**config.mk**
```make
export PLATFORM = sky130hd
export DESIGN_NAME = uart_rx
export DESIGN_NICKNAME = d
export VERILOG_FILES = /design/src/rtl/uart_pkg.sv /design/src/rtl/sync_2ff.sv /design/src/rtl/uart_rx.sv
export SDC_FILE = /design/constraint.sdc
export NUM_CORES = 1
export LEC_CHECK = 0
export CAP_MARGIN = 20
export CORE_MARGIN = 4
export CORE_UTILIZATION = 56
export DETAILED_ROUTE_END_ITERATION = 12
export DONT_BUFFER_PORTS = 1
export GPL_ROUTABILITY_DRIVEN = 1
export PLACE_DENSITY = 0.74
export REMOVE_ABC_BUFFERS = 1
export SLEW_MARGIN = 20
export SYNTH_ARGS = -nofsm -noshare
export SYNTH_HDL_FRONTEND = slang
export SYNTH_SLANG_ARGS = --single-unit
export TNS_END_PERCENT = 5
```
**constraint.sdc**
```tcl
create_clock -name clk -period 1.7 [get_ports clk]
set_input_delay 0.17 -clock clk [delete_from_list [all_inputs] [get_ports clk]]
set_output_delay 0.17 -clock clk [all_outputs]
set_load 0.1 [all_outputs]
```
**src/rtl/uart_pkg.sv**
```systemverilog
// Shared UART definitions: receiver FSM states and frame geometry.
package uart_pkg;

  localparam int UART_DATA_BITS = 8;

  typedef enum logic [2:0] {
    IDLE  = 3'd0,
    START = 3'd1,
    DATA  = 3'd2,
    STOP  = 3'd3,
    BREAK = 3'd4
  } rx_state_t;

endpackage

```
**src/rtl/sync_2ff.sv**
```systemverilog
// Two-flop synchroniser for asynchronous inputs, with a selectable reset value.
module sync_2ff #(
  parameter int               WIDTH   = 1,
  parameter logic [WIDTH-1:0] RST_VAL = '0
) (
  input  logic             clk,
  input  logic             rst,
  input  logic [WIDTH-1:0] d,
  output logic [WIDTH-1:0] q
);

  logic [WIDTH-1:0] meta;

  always_ff @(posedge clk or negedge rst) begin
    if (!rst) begin
      meta <= RST_VAL;
      q    <= RST_VAL;
    end else begin
      meta <= d;
      q    <= meta;
    end
  end

endmodule

```
**src/rtl/uart_rx.sv**
```systemverilog
// 8N1 UART receiver with a one-entry valid/ready holding register,
// framing-error and overrun pulses.
module uart_rx
  import uart_pkg::*;
#(
  parameter int CLKS_PER_BIT = 87
) (
  input  logic                      clk,
  input  logic                      rst,
  input  logic                      rx,
  output logic [UART_DATA_BITS-1:0] rx_data,
  output logic                      rx_valid,
  input  logic                      rx_ready,
  output logic                      frame_err,
  output logic                      overrun,
  output logic                      busy
);

  localparam int             CW        = (CLKS_PER_BIT > 1) ? $clog2(CLKS_PER_BIT) : 1;
  localparam logic [CW-1:0]  HALF_LOAD = CW'(CLKS_PER_BIT / 2 - 1);
  localparam logic [CW-1:0]  FULL_LOAD = CW'(CLKS_PER_BIT - 1);
  localparam logic [2:0]     LAST_BIT  = 3'(UART_DATA_BITS - 1);

  logic                      rx_s;
  rx_state_t                 state;
  logic [CW-1:0]             cnt;
  logic [2:0]                bit_idx;
  logic [UART_DATA_BITS-1:0] shreg;

  sync_2ff #(.WIDTH(1), .RST_VAL(1'b1)) u_sync (
    .clk (clk),
    .rst (rst),
    .d   (rx),
    .q   (rx_s)
  );

  always_ff @(posedge clk or negedge rst) begin
    if (!rst) begin
      state     <= IDLE;
      cnt       <= '0;
      bit_idx   <= '0;
      shreg     <= '0;
      rx_data   <= '0;
      rx_valid  <= 1'b0;
      frame_err <= 1'b0;
      overrun   <= 1'b0;
      busy      <= 1'b0;
    end else begin
      frame_err <= 1'b0;
      overrun   <= 1'b0;
      // Handshake drains the holding register; a completion below may refill it.
      if (rx_valid && rx_ready) rx_valid <= 1'b0;

      case (state)
        IDLE: begin
          if (!rx_s) begin
            cnt   <= HALF_LOAD;
            state <= START;
            busy  <= 1'b1;
          end
        end

        START: begin
          if (cnt == '0) begin
            if (rx_s) begin
              state <= IDLE;
              busy  <= 1'b0;
            end else begin
              cnt     <= FULL_LOAD;
              bit_idx <= '0;
              state   <= DATA;
            end
          end else begin
            cnt <= cnt - 1'b1;
          end
        end

        DATA: begin
          if (cnt == '0) begin
            shreg   <= {rx_s, shreg[UART_DATA_BITS-1:1]};
            cnt     <= FULL_LOAD;
            bit_idx <= bit_idx + 3'd1;
            if (bit_idx == LAST_BIT) state <= STOP;
          end else begin
            cnt <= cnt - 1'b1;
          end
        end

        STOP: begin
          if (cnt == '0) begin
            if (rx_s) begin
              if (!rx_valid || rx_ready) begin
                rx_data  <= shreg;
                rx_valid <= 1'b1;
              end else begin
                overrun <= 1'b1;
              end
              state <= IDLE;
              busy  <= 1'b0;
            end else begin
              frame_err <= 1'b1;
              state     <= BREAK;
            end
          end else begin
            cnt <= cnt - 1'b1;
          end
        end

        BREAK: begin
          // A line held low must return high before another start is accepted.
          if (rx_s) begin
            state <= IDLE;
            busy  <= 1'b0;
          end
        end

        default: begin
          state <= IDLE;
          busy  <= 1'b0;
        end
      endcase
    end
  end

endmodule
```
Word-level counts from Yosys, hierarchy flattened
Index checks and enable logic that the tools add are counted.
Operators by class
  add/subtract/negate cells: 2
  equality and inequality tests: 15
  mux-type cells: 35
  bitwise operators: 1
  reductions and logical operators: 14
Operators by type and width (count)
  two-way mux 7 bit: 5
  two-way mux 3 bit: 10
  one-hot mux 7 bit (4 select lines): 1
  two-way mux 1 bit: 15
  one-hot mux 3 bit (5 select lines): 1
  != test 2 bit (second input constant): 7
  AND reduction 4 bit: 3
  logical NOT 7 bit: 1
  subtractor 7 x 1 -> 7 bit (second input constant): 1
  equality test 3 x 2 -> 1 bit (second input constant): 2
  equality test 3 bit (second input constant): 2
  one-hot mux 3 bit (2 select lines): 1
  AND reduction 6 bit: 1
  != test 2 x 1 -> 1 bit (second input constant): 2
  one-hot mux 1 bit (4 select lines): 1
  nonzero test 4 bit: 1
  adder 3 x 1 -> 3 bit (second input constant): 1
  equality test 3 x 1 -> 1 bit (second input constant): 1
  logical NOT 3 bit: 1
  != test 3 bit (second input constant): 1
  AND reduction 3 bit: 1
  two-way mux 2 bit: 1
  AND reduction 2 bit: 1
  nonzero test 2 bit: 1
  other kinds (5): 5
Storage, ports and cells
  bits in registers: 35
  input bits: 4
  output and inout port bits: 12
  logic and storage cells: 78

Depth between registers and ports, before layout
  word-level depth: 6
  depth in mapped cells: 7
  depth with buffers taken out: 7

Hierarchy
From an unflattened synthesis, not the netlist that was laid out.
Second synthesis, totals
  cells, all modules: 145
  area, all modules: 1684.1 um^2
By module, submodules not included
  uart_rx: times used 1, cells each 143, area each 1631.6 um^2, seq. area each 825.8 um^2
  sync_2ff: times used 1, cells each 2, area each 52.6 um^2, seq. area each 52.6 um^2

Least setup slack after synthesis
OpenSTA, ideal clock, no wires.
  path type: flip-flop to flip-flop
  start point: register rx_valid
  end point: register rx_data[0]
  library setup time: 126 ps
  data arrival time: 1677 ps
  data required time: 1574 ps
  slack: -102 ps
  stages on the path, launching flop included: 4
  buffers on the path: 0
  period minus slack after synthesis: 1802 ps
  path through: dfrtp_1 > nand2b_1 > nand2_1 > mux2_2
Between the ends
  longest elaborated chain between the ends: 3
Ends and longest elaborated chain
  start: declaration: line uart_rx.sv:12  | output logic rx_valid,
  start signal: assignment: line uart_rx.sv:44  | rx_valid <= 1'b0;
  start signal: assignment: line uart_rx.sv:52  | if (rx_valid && rx_ready) rx_valid <= 1'b0;
  start signal: assignment: line uart_rx.sv:94  | rx_valid <= 1'b1;
  logical NOT 1 bit: line uart_rx.sv:92  | if (!rx_valid || rx_ready) begin
  logical OR 1 bit: line uart_rx.sv:92
  AND reduction 4 bit (no source line)
  end signal: assignment: line uart_rx.sv:93  | rx_data <= shreg;
  end: declaration: line uart_rx.sv:11  | output logic [UART_DATA_BITS-1:0] rx_data,
Every way passes these cells.
A chain may end at the register's enable or synchronous reset.

Final worst setup path
  start point: register cnt[2]
  end point: register shreg[0]
Between the ends
  longest elaborated chain between the ends: 2
Ends and longest elaborated chain
  start: declaration: line uart_rx.sv:26  | logic [CW-1:0] cnt;
  start signal: assignment: line uart_rx.sv:74  | cnt <= cnt - 1'b1;
  start signal: assignment: line uart_rx.sv:85  | cnt <= cnt - 1'b1;
  start signal: assignment: line uart_rx.sv:105  | cnt <= cnt - 1'b1;
  logical NOT 7 bit: line uart_rx.sv:79  | if (cnt == '0) begin
  AND reduction 2 bit (no source line)
  end signal: assignment: line uart_rx.sv:80  | shreg <= {rx_s, shreg[UART_DATA_BITS-1:1]};
  end: declaration: line uart_rx.sv:28  | logic [UART_DATA_BITS-1:0] shreg;
Every way passes these cells.

==> impl_summary.txt <==
----------------------------------------------------
[Run status]
  Run status ... finished with violations
  Failing checks ... setup timing

[Placed design]
  Cell area reported after detailed placement ... 2000 um^2
  RD Place Congestion ... 0.868
  Number of cells in the design after placement ... 209
  Worst slack, placed ... -0.161 ns
  Half-perimeter wire length after detailed placement ... 2650 um
  Number of I/O port buffers ... 0

[Cells and area]
  Area of combinational cells with multiple inputs ... 785 um^2
  Final cell count without fillers ... 224
  Most common library cell in the layout ignoring fill and taps ... sky130_fd_sc_hd__buf_4
  Post-route cell area ... 2160 um^2
  Fraction of final layout cells sized beyond drive strength 1 ... 45.6%
  Area Growth Syn to Fin ... 26.6%
  Number of fill cells in the layout ... 195
  Area taken by flip-flops and latches ... 880 um^2
  Antenna diode instance count ... 0
  Highest-count cells in the layout ignoring fill and taps ... sky130_fd_sc_hd__buf_4, sky130_fd_sc_hd__dfrtp_1, sky130_fd_sc_hd__mux2_2
  Fraction of the core area covered by cells at the end of the flow ... 76.5%
  Net total in the final layout ... 200

[STA]
  Relative slew slack ... 61.2%
  Slew at the pin closest to its max-slew limit ... 0.577 ns
  Max-slew violations ... 0
  Maximum operating frequency ... 556 MHz
  Setup total negative slack ... -1.49 ns
  # setup viols final ... 26
  Period utilization ... 106%
  Final clock skew ... 0.00789 ns
  Minimum hold slack ... 0.0644 ns
  Number of hold violations in the final report ... 0
  Final worst path period need ... 1.80 ns
  Setup repair after global routing missed its margin ... true
  Final setup slack of the worst path ... -0.0977 ns

[Clock tree]
  Clock transition at the registers of the reported paths ... 0.11 ns
  Bufs on Longest Clock Path ... 2
  Latest clock arrival within the worst-skew pair ... 0.33 ns
  Total clock sinks ... 35
  Clock H-tree levels ... 2
  CTS tree ... done
  Cell at the root of the clock tree ... sky130_fd_sc_hd__clkbuf_4
  Clock buffer count from CTS ... 5

[Critical path]
  Critical Path Max Stage Delay ... 0.41 ns
  Sort of element at the start of the critical path ... flip-flop
  Required arrival time at the worst endpoint ... 1.92 ns
  Classification of the worst setup path ... flip-flop to flip-flop
  Largest fanout on the critical path ... 9
  Worst endpoint data arrival time ... 2.02 ns
  Cell chain of the critical path ... buf_4 > nor4_4 > nand3_2 > nor2_2 > buf_12 > mux2_2
  Type of destination of the critical path ... flip-flop
  Cell at the slowest stage of the critical path ... sky130_fd_sc_hd__dfrtp_1

[Power and ir drop]
  Sequential Power Share ... 37.3%
  Fraction of power spent switching nets ... 34.4%
  Power per cell area ... 1290 nW/um^2
  Net switching power ... 957 uW
  Internal power consumption ... 1.83 mW
  Proportion of power drawn by the clock network ... 21.0%
  Final Total Pwr ... 2.78 mW
  Peak VDD IR ... 679 uV
  Leak Pwr ... 1.02 nW
  Combinational fraction of design power ... 41.8%

[Logic synthesis]
  Multiplexer share of the synthesized area ... 10.5%
  Largest family of logic cells by synthesized area ... compound AO/OA/AOI/OAI gates
  Synth top area share ... 48.3%
  Yosys warning total ... 0
  Yosys top cell by area ... sky130_fd_sc_hd__dfrtp_1
  Synth Cell Area ... 1710 um^2
  Basic-gate share of the synthesized area counting and, or, nand and nor cells ... 14.7%
  Top cells by area in the synthesized netlist ... sky130_fd_sc_hd__dfrtp_1, sky130_fd_sc_hd__mux2_2, sky130_fd_sc_hd__dfstp_2
  Xor/xnor share of the synthesized area ... 0.512%
  Adder and majority gate portion of the synthesized area ... 3.51%
  Flops & latches, synth ... 35
  Share of synthesized area occupied by flip-flops and latches ... 51.4%
  Area fraction in compound gates after synthesis ... 15.7%
  Number of library cell types mapped by synthesis ... 44
  Syn_area_per_cell ... 11.6 um^2
  Gate count of the mapped netlist ... 147

[GRT]
  Tot GR Track Use ... 20.0%
  Initial antenna violation count ... 0
  Wire length of the first global-routing pass ... 6230 um
  Overflow after GRT ... 0
  Number of global-route vias before repair ... 1345
  Largest net degree at the start of global routing ... 36

[Die]
  Number of ports placed on the die boundary ... 16
  Height of the die ... 63.2 um
  Placeable core region ... 2830 um^2
  Die ar. ... 4000 um^2
  Die Width ... 63.2 um
  Initial Utilization ... 60.4%
  Placement row count ... 19

[Drt]
  Vias per inst ... 5.88
  # DRC ... 0
  Drt pass-1 iters ... 4
  Number of nets with antenna violations after routing ... 0
  Total detailed-routing wirelength ... 3700 um
  Via count ... 1317
  Routed wirelength normalized by instance count ... 16.5 um
  Initial DRC count ... 59

[Hold path]
  Path category of the worst min-delay check ... input port to flip-flop

[Run]
  Max Cap Violations ... 0

----------------------------------------------------
-- sequential cells by signal, summed over array words and instances, names as in the netlist --
register,flops
shreg,8
rx_data,8
overrun,1
bit_idx,3
busy,1
u_sync.q,1
state,3
rx_valid,1
frame_err,1
u_sync.meta,1
cnt,7
-- metal layers --
layer	up-vias	share of wire [%]	GRT usage, %
met3	5	4.1	3.91
li1	627	-	-
met1	643	41	23.5
met4	0	1.4	8.63
met2	42	53	35.4
met5	-	0	0
-- cell usage after synthesis (all sizes together) --
cell type,number
dfrtp,33
mux2,16
nor2,16
a21oi,9
nor3,8
inv,7
nand2,7
a31oi,6
o21ai,5
buf,4
ha,4
nand3,4
a311oi,2
a31o,2
dfstp,2
nand2b,2
nor4,2
o22ai,2
o32ai,2
a211oi,1
a21boi,1
a2bb2oi,1
a32o,1
clkbuf,1
maj3,1
nand4,1
nor2b,1
nor3b,1
o21a,1
o2bb2ai,1
or2b,1
or4,1
xor2,1
-- area by class of cell --
cell class                 instances  share of cell area [%]
sequential                        35                    40.7
multi-input combinational        100                    36.3
inverter                           7                    1.21
tap                               31                    1.79
clock inverter                     3                    2.02
timing repair buffer              43                    16.3
clock buffer                       5                    1.74
-- critical path, delay by kind of cell, from the launching register on --
kind          cells  cell delay (ns)
simple gates      3             0.66
mux               1             0.33
buf+inv           2             0.30
flops             1             0.41
-- power groups by stage --
stage | Combinational [mW] | Clock (mW) | Sequential, mW
floorplan | 0.537 | 0 | 1.10
global placement | 0.955 | 0 | 1.05
detailed placement | 1.01 | 0 | 1.06
CTS | 1.08 | 0.603 | 1.04
global route | 1.25 | 0.649 | 1.05
finish | 1.16 | 0.584 | 1.04
-- cells by family after synthesis --
logic type	count (synthesis)
adder cells (fa/ha/maj)	5
AO/OA/AOI/OAI	34
AND/OR/NAND/NOR	44
flip-flops	35
buffers and inverters	12
XOR/XNOR	1
multiplexers	16
-- worst paths after layout --
check / end / slack (ns) / depth (start not counted) / from
max: shreg[0]$_DFFE_PN0P_ / -0.1 / 6 / cnt[2]$_DFFE_PN0P_
min: overrun$_DFF_PN0_ / 0.06 / 2 / rx_ready
max reg2reg: shreg[0]$_DFFE_PN0P_ / -0.1 / 6 / cnt[2]$_DFFE_PN0P_
min reg2reg: u_sync.q$_DFF_PN1_ / 0.36 / 0 / u_sync.meta$_DFF_PN1_
max in group asynchronous: u_sync.q$_DFF_PN1_ / 1.19 / 2 / rst
min in group asynchronous: state[0]$_DFFE_PN0P_ / 0.28 / 2 / rst
-- timing repair --
item                                    4_1_cts  5_1_grt
resized for setup                             4        4
endpoints found under the hold margin        36        0
endpoints found under the setup margin       28       28
hold buffers                                  3        0
pin swaps                                    10        3
buffers inserted                              2        2
(Power assumes the default switching activity.)
